===== src/rtl/queen_solver_arbiter.sv =====
`timescale 1ns/1ps
`default_nettype none
// ============================================================================
// Module   : queen_solver_arbiter
// Purpose  : Shares one eight_queen solver between NUM_REQ requesters.
//            Round-robin arbitration picks a requester, the solver is
//            launched, and its 8-row solution stream is re-issued tagged with
//            the owner id. A hung job (no output within TIMEOUT busy cycles)
//            or a broken stream (solver_done drops before row 7) resets the
//            solver for two cycles and reports res_error to the owner.
// Ports    : clk           rising-edge clock
//            user_reset    asynchronous active-low reset
//            req/gnt       level requests / one-cycle one-hot acknowledge
//            busy          high whenever the arbiter is not idle
//            solver_start  one-cycle start pulse to the solver
//            solver_reset  active-high recovery reset to the solver
//            solver_ready  solver can accept a start
//            solver_done   high for 8 cycles, one row per cycle
//            solver_bus    one-hot queen column of the current row
//            res_valid/res_id/res_idx/res_row/res_last  registered row stream
//            res_error     one-cycle abort pulse, res_id names the owner
//            stat_jobs     (QUEEN_ARB_STATS_EN only) 16-bit saturating count
//                          of completed jobs per requester, requester 0 in LSBs
// Options  : define QUEEN_ARB_STATS_EN to add the stat_jobs counters.
// Revision : 1.0  initial release
// ============================================================================
module queen_solver_arbiter #(
  parameter int NUM_REQ = 2,
  parameter int TIMEOUT = 4096,
  parameter int ID_W    = 3
) (
  input  logic               clk,
  input  logic               user_reset,
  input  logic [NUM_REQ-1:0] req,
  output logic [NUM_REQ-1:0] gnt,
  output logic               busy,
  output logic               solver_start,
  output logic               solver_reset,
  input  logic               solver_ready,
  input  logic               solver_done,
  input  logic [7:0]         solver_bus,
  output logic               res_valid,
  output logic [ID_W-1:0]    res_id,
  output logic [2:0]         res_idx,
  output logic [7:0]         res_row,
  output logic               res_last,
  output logic               res_error
`ifdef QUEEN_ARB_STATS_EN
  ,
  output logic [NUM_REQ*16-1:0] stat_jobs
`endif
);

  localparam int c_tmr_w = $clog2(TIMEOUT) + 1;
  localparam logic [c_tmr_w-1:0] c_tmr_last = c_tmr_w'(TIMEOUT - 1);

  localparam logic [2:0] c_st_idle    = 3'd0;
  localparam logic [2:0] c_st_launch  = 3'd1;
  localparam logic [2:0] c_st_busy    = 3'd2;
  localparam logic [2:0] c_st_stream  = 3'd3;
  localparam logic [2:0] c_st_recover = 3'd4;

  logic [2:0]         r_state;
  logic [ID_W-1:0]    r_id;
  logic [ID_W-1:0]    r_last_grant;
  logic [c_tmr_w-1:0] r_timer;
  logic [2:0]         r_idx;
  logic               r_rec_cnt;

  logic               r_res_valid;
  logic [ID_W-1:0]    r_res_id;
  logic [2:0]         r_res_idx;
  logic [7:0]         r_res_row;
  logic               r_res_last;
  logic               r_res_error;

  logic [ID_W-1:0]    w_pick;
  logic [ID_W-1:0]    w_pick_hi;
  logic [ID_W-1:0]    w_pick_lo;
  logic               w_any_hi;

  // Round-robin: the lowest requesting index above the last grant wins;
  // if none exists, wrap around to the lowest requesting index overall.
  always_comb begin
    w_pick_hi = '0;
    w_pick_lo = '0;
    w_any_hi  = 1'b0;
    for (int i = NUM_REQ - 1; i >= 0; i--) begin
      if (req[i]) begin
        w_pick_lo = ID_W'(i);
        if (ID_W'(i) > r_last_grant) begin
          w_pick_hi = ID_W'(i);
          w_any_hi  = 1'b1;
        end
      end
    end
    w_pick = w_any_hi ? w_pick_hi : w_pick_lo;
  end

  always_comb begin
    gnt = '0;
    if (r_state == c_st_launch) begin
      gnt = NUM_REQ'(1) << r_id;
    end
  end

  assign busy         = (r_state != c_st_idle);
  assign solver_start = (r_state == c_st_launch);
  assign solver_reset = (r_state == c_st_recover);

  assign res_valid = r_res_valid;
  assign res_id    = r_res_id;
  assign res_idx   = r_res_idx;
  assign res_row   = r_res_row;
  assign res_last  = r_res_last;
  assign res_error = r_res_error;

  always_ff @(posedge clk or negedge user_reset) begin
    if (!user_reset) begin
      r_state      <= c_st_idle;
      r_id         <= '0;
      r_last_grant <= ID_W'(NUM_REQ - 1);
      r_timer      <= '0;
      r_idx        <= '0;
      r_rec_cnt    <= 1'b0;
      r_res_valid  <= 1'b0;
      r_res_id     <= '0;
      r_res_idx    <= '0;
      r_res_row    <= '0;
      r_res_last   <= 1'b0;
      r_res_error  <= 1'b0;
    end else begin
      r_res_valid <= 1'b0;
      r_res_last  <= 1'b0;
      r_res_error <= 1'b0;
      case (r_state)
        c_st_idle: begin
          if ((|req) && solver_ready) begin
            r_id    <= w_pick;
            r_state <= c_st_launch;
          end
        end
        c_st_launch: begin
          r_timer <= '0;
          r_state <= c_st_busy;
        end
        c_st_busy: begin
          r_timer <= r_timer + c_tmr_w'(1);
          // A first row arriving on the final allowed cycle still wins.
          if (solver_done) begin
            r_res_valid <= 1'b1;
            r_res_id    <= r_id;
            r_res_idx   <= 3'd0;
            r_res_row   <= solver_bus;
            r_idx       <= 3'd1;
            r_state     <= c_st_stream;
          end else if (r_timer == c_tmr_last) begin
            r_rec_cnt <= 1'b0;
            r_state   <= c_st_recover;
          end
        end
        c_st_stream: begin
          if (solver_done) begin
            r_res_valid <= 1'b1;
            r_res_id    <= r_id;
            r_res_idx   <= r_idx;
            r_res_row   <= solver_bus;
            r_res_last  <= (r_idx == 3'd7);
            r_idx       <= r_idx + 3'd1;
            if (r_idx == 3'd7) begin
              r_last_grant <= r_id;
              r_state      <= c_st_idle;
            end
          end else begin
            // Stream broke before the last row: rows already sent stand.
            r_rec_cnt <= 1'b0;
            r_state   <= c_st_recover;
          end
        end
        c_st_recover: begin
          r_rec_cnt <= 1'b1;
          if (r_rec_cnt) begin
            r_res_error  <= 1'b1;
            r_res_id     <= r_id;
            r_last_grant <= r_id;
            r_state      <= c_st_idle;
          end
        end
        default: begin
          r_state <= c_st_idle;
        end
      endcase
    end
  end

`ifdef QUEEN_ARB_STATS_EN
  // A job completes on the edge that captures row 7, so the count moves in
  // step with res_last becoming visible.
  logic w_job_done;
  assign w_job_done = (r_state == c_st_stream) && solver_done && (r_idx == 3'd7);

  generate
    for (genvar g = 0; g < NUM_REQ; g++) begin : g_stat
      logic [15:0] r_stat;
      always_ff @(posedge clk or negedge user_reset) begin
        if (!user_reset) begin
          r_stat <= '0;
        end else if (w_job_done && (r_id == ID_W'(g)) && (r_stat != 16'hFFFF)) begin
          r_stat <= r_stat + 16'd1;
        end
      end
      assign stat_jobs[g*16 +: 16] = r_stat;
    end
  endgenerate
`else
  // Statistics counters are not built in this configuration.
`endif

endmodule
`default_nettype wire


===== config.mk =====
export PLATFORM = sky130hd
export DESIGN_NAME = queen_solver_arbiter
export DESIGN_NICKNAME = d
export VERILOG_FILES = /design/src/rtl/queen_solver_arbiter.sv
export SDC_FILE = /design/constraint.sdc
export NUM_CORES = 1
export LEC_CHECK = 0
export CELL_PAD_IN_SITES_DETAIL_PLACEMENT = 0
export CELL_PAD_IN_SITES_GLOBAL_PLACEMENT = 2
export CORE_UTILIZATION = 27
export CTS_CLUSTER_SIZE = 12
export DETAILED_ROUTE_END_ITERATION = 10
export PLACE_DENSITY = 0.75
export SLEW_MARGIN = 20
export SYNTH_ARGS = -nofsm -noshare
export SYNTH_HDL_FRONTEND = slang
export SYNTH_SLANG_ARGS = --single-unit

===== constraint.sdc =====
create_clock -name clk -period 1.7 [get_ports clk]
set_input_delay 0.34 -clock clk [delete_from_list [all_inputs] [get_ports clk]]
set_output_delay 0.34 -clock clk [all_outputs]
set_load 0.01 [all_outputs]

[Yosys cells after proc, flatten, opt, wreduce, memory -nomap -nowiden]
Cells that the tools add are included.
Widths: inputs -> output; s select.
Storage, ports and cells
  output and inout port bits: 22
  register bits: 43
  word-level logic and storage cells: 93
  input port bits: 14
Operators by class
  $add $sub $neg: 2
  reduce and logical (&&, ||, !) cells: 17
  multiplexer cells: 42
  equality and inequality tests: 17
  shifts and indexed selects: 1
  $lt $le $gt $ge: 2
Operator list (number)
  $mux 3: 19
  $pmux 13 s2: 1
  $pmux 3 s2: 4
  $mux 1: 15
  $pmux 3 s5: 1
  $ne 2x2->1 const B: 7
  $add 13x1->13 const B: 1
  $eq 13x12->1 const B: 1
  $reduce_and 4->1: 3
  $reduce_bool 2->1: 4
  $eq 3x2->1 const B: 2
  $eq 3x3->1 const B: 2
  $gt 1x3->1 const A: 2
  $ne 3x3->1 const B: 2
  $reduce_and 3->1: 2
  $reduce_bool 3->1: 2
  $ne 2x1->1 const B: 2
  $reduce_and 2->1: 2
  $reduce_or 2->1: 2
  $add 3x1->3 const B: 1
  $eq 3x1->1 const B: 1
  $logic_not 3->1: 1
  $pmux 1 s3: 1
  $shl 1x3->2 const A: 1
  2 further kinds: 2

[Depth between registers and ports, before layout]
  depth after elaboration: 6
  gate-level depth with buffers: 6
  mapped depth without buffers: 6

[Worst setup path before layout]
Ideal clock, no wire load.
  path kind: reg2reg
  start: register r_state[2]
  end: register r_timer[10]
  data required time: 1.571 ns
  library setup time: 0.129 ns
  path buffers: 2
  path slack: -0.184 ns
  arrival time: 1.755 ns
  stages on the path, launching flop included: 7
  period minus slack after synthesis: 1.884 ns
  cells stage by stage: dfrtp_1 -> or3b_1 -> buf_2 -> or4_1 -> buf_2 -> o211ai_1 -> o31ai_1
On the way
  longest elaborated chain between the ends: 2
  elaborated cells on any way between the ends: 4
  classes of those cells: eq/ne: 2; mux: 1; reduce/logical: 1
Ends and longest elaborated chain
  from (decl): RTL line 63  | logic [2:0] r_state;
  from (signal assigned): RTL line 120  | r_state <= c_st_idle;
  from (signal assigned): RTL line 140  | r_state <= c_st_launch;
  from (signal assigned): RTL line 145  | r_state <= c_st_busy;
  $eq 3x2->1 / $eq 3x1->1 (equally long branches): RTL line 136  | case (r_state)
  $pmux 13 s2 / $reduce_bool 2->1 (equally long branches)
  to (signal assigned): RTL line 148  | r_timer <= r_timer + c_tmr_w'(1);
  to (decl): RTL line 66  | logic [c_tmr_w-1:0] r_timer;
Several ways; a longest one is shown, not always the timed one.
A chain may end at the register's enable or synchronous reset.

[Worst setup path after layout]
  start: register r_state[0]
  end: output port busy
On the way
  longest elaborated chain between the ends: 1
Ends and longest elaborated chain
  $reduce_bool 3->1: RTL line 107  | assign busy = (r_state != c_st_idle);
  to (decl): RTL line 36  | output logic busy,
No other way between the ends.

==> key figures <==
Clock network
  – # hold bufs at CTS: 0
  – Clock buffer count from CTS: 5
  – Clock Latency Late Sink: 0.29 ns
  – H-tree level count: 2
  – Clock root cell: clkbuf_8
  – Clk slew on worst S/H paths: 0.08 ns
  – Clock Path Buffers: 2
  – CTS tree: done
  – TritonCTS Sinks: 37

Die
  – IO Pins: 36
  – Site row count: 28
  – Core area: 0.00596 mm2
  – Die height: 81.0 um
  – Die W: 81.0 um
  – Initial core utilization: 28.3%
  – Die ar.: 0.00656 mm2

Yosys
  – Post-synthesis cell area: 0.00169 mm2
  – Seq/Total Area, Yosys: 55.0%
  – Top cells by area, synth: dfrtp_1 53%, nand2_1 9.4%, o21ai_0 3.9%
  – Synth Instances: 182
  – Ys async rst share: 100%
  – Yosys top cell area share: 53.5%
  – Top cell type by total area after synthesis: dfrtp_1
  – YS warnings: 0
  – Post-synth EDFFs: 0
  – Synth Area per Inst: 9.26 um2
  – Post-synth top flop: dfrtp_1
  – Register bit total from synthesis: 37
  – Post-synth cell types: 38

Detailed routing
  – Routed vias/inst: 4.55
  – DRC violation total after the first TritonRoute iteration: 46
  – Drt pass-1 iters: 4
  – Per-cell routed wire length: 12.5 um
  – DRC viols: 0
  – Antenna-violating nets left: 0
  – Routed via count: 1447
  – Routed WL: 3.97 mm

Setup path
  – Required time of the critical path: 1.36 ns
  – Startpoint Class: register
  – CP Max Fanout: 5
  – CP Capture Type: primary output
  – WS Path Type: reg -> out
  – Arrival time worst endpoint: 1.43 ns

Placed design
  – Routability cong.: 0.711
  – Post-DP HPWL: 2.73 mm
  – PortBufs: 33
  – Dpl ws: -0.180 ns
  – Placed Instance Area: 0.00223 mm2

Timing
  – PnR worst setup slack: -0.0699 ns
  – Slew Viols, Final: 0
  – RSZ-0062 raised after global routing: yes
  – Setup TNS: -0.188 ns
  – Endpoints failing setup: 3
  – Final hold vios: 0
  – Hold slack: 0.0831 ns
  – Period Utilization, post-route: 104%
  – Max Clock Freq: 565 MHz
  – Final Skew: 0.00712 ns
  – Fin crit period: 1.77 ns

Cells and area
  – Final Instance Area: 0.00243 mm2
  – FF+latch area: 927 um2
  – Fillers: 616
  – Layout cells sized above 1: 23.9%
  – Layout area overhead: 44.2%
  – Multi-input logic area: 721 um2
  – Diode count: 0
  – Nets: 259

Power and ir drop
  – Max VDD drop: 609 uV
  – PD cells: 1620 mW/mm2
  – Pleak: 1.15 nW

GRT
  – Via count of the first global-routing pass: 1467
  – First-pass GRT wire length: 6.86 mm
  – Total gr overflow: 0
  – Largest net degree at the start of global routing: 38
  – Initial antenna violation count: 0
  – Total track usage: 13.7%

Hold path
  – Tightest Hold Check Type: in -> async

Run status
  – Status: finished with violations
  – Failing checks: setup timing

Flow run
  – MaxCap Viol Count: 0
## path summary, 6_finish.rpt
path,startpoint,end,slack (ns),cells past startpoint
worst min-delay path,user_reset,r_timer[10],0.08,2
worst max-delay path,r_state[0],busy,-0.07,4
min in group clk,res_row[4],res_row[4],0.47,2
worst min register to register,res_row[4],res_row[4],0.47,2
worst max register to register,r_state[0],r_timer[10],-0.07,5
max in group asynchronous,user_reset,r_last_grant[0],1.27,2
## cell usage in the layout, fill, tap and decap left out, types with 3 or more instances in the layout
master / synthesis / layout
nand2_1: 42 / 42
dfrtp_1: 36 / 36
clkdlybuf4s50_1: 0 / 27
buf_4: 2 / 26
o21ai_0: 13 / 13
nand3_1: 11 / 11
nor2_1: 13 / 10
a21oi_1: 9 / 9
inv_1: 6 / 5
clkbuf_8: 0 / 5
buf_6: 0 / 5
and3_1: 4 / 4
a31o_2: 3 / 3
nand4_1: 3 / 3
o211ai_1: 3 / 3
ha_1: 3 / 3
buf_2: 3 / 3
## area by class of cell
type / instances / area share (%)
repair buffers: 62 / 22.5
clock inverters: 3 / 1.90
well taps: 75 / 3.86
clock buffers: 5 / 2.83
multi-input cells: 129 / 29.6
flip-flops and latches: 37 / 38.1
inverters: 7 / 1.08
## kinds of logic after synthesis
| group | Yosys count | synth area share, % |
|---|---|---|
| AND/OR/NAND/NOR | 84 | 22.6 |
| multiplexers | 2 | 1.26 |
| buffers and inverters | 17 | 4.45 |
| other | 1 | 0.223 |
| adder cells (fa/ha/maj) | 3 | 2.23 |
| AO/OA/AOI/OAI | 37 | 13.7 |
| XOR/XNOR | 1 | 0.520 |
| flip-flops | 37 | 55.0 |
## flip-flops by register name, indices dropped and copies added, names as in the netlist, 3 cells and up
name and count:
r_state 3, res_idx 3, r_idx 3, r_timer 13, res_row 8
## layer usage
layer / GRT usage, % / part of all wire (%) / up-vias
met5: 0 / 0 / -
met4: 3.21 / 0.93 / 0
met2: 21.9 / 47 / 29
li1: - / - / 743
met1: 17.6 / 47 / 670
met3: 5.06 / 5.3 / 5
## where the power goes
part	total, mW	switching [mW]	internal (mW)
sequential	1.31	0.159	1.16
clock	0.785	0.346	0.439
combinational	1.85	0.856	0.989
## cells in the mapped netlist, types with 2 or more instances
library cell,number
o31ai_1,2
nor2_1,13
nand2_1,42
dfrtp_1,36
clkbuf_1,5
nor3_1,2
a31o_2,3
nand4_1,3
buf_2,3
buf_4,2
o21ai_0,13
a21oi_1,9
or4_1,2
inv_1,6
nand3_1,11
ha_1,3
o211ai_1,3
and3_1,4
## worst max-delay path: stages (launching register included)
cell	delay [ns]
dfrtp_1	0.39
buf_6	0.13
buf_4	0.12
or3_4	0.37
buf_6	0.13
## repair_timing
action                     CTS  global route
buffers inserted             4             4
gates cloned                 0             0
gates resized for setup     27             5
setup endpoints to repair    9            12
pin swaps                    3             2
## per-stage QoR
step	cells	util (%)	power, mW
4_1_cts	314	40.0	3.88
3_3_place_gp	302	37.4	2.98
5_1_grt	318	40.8	4.27
2_1_floorplan	183	-	2.17
6_report	318	40.8	3.94
3_5_place_dp	302	37.4	2.99
(Power assumes the default switching activity.)
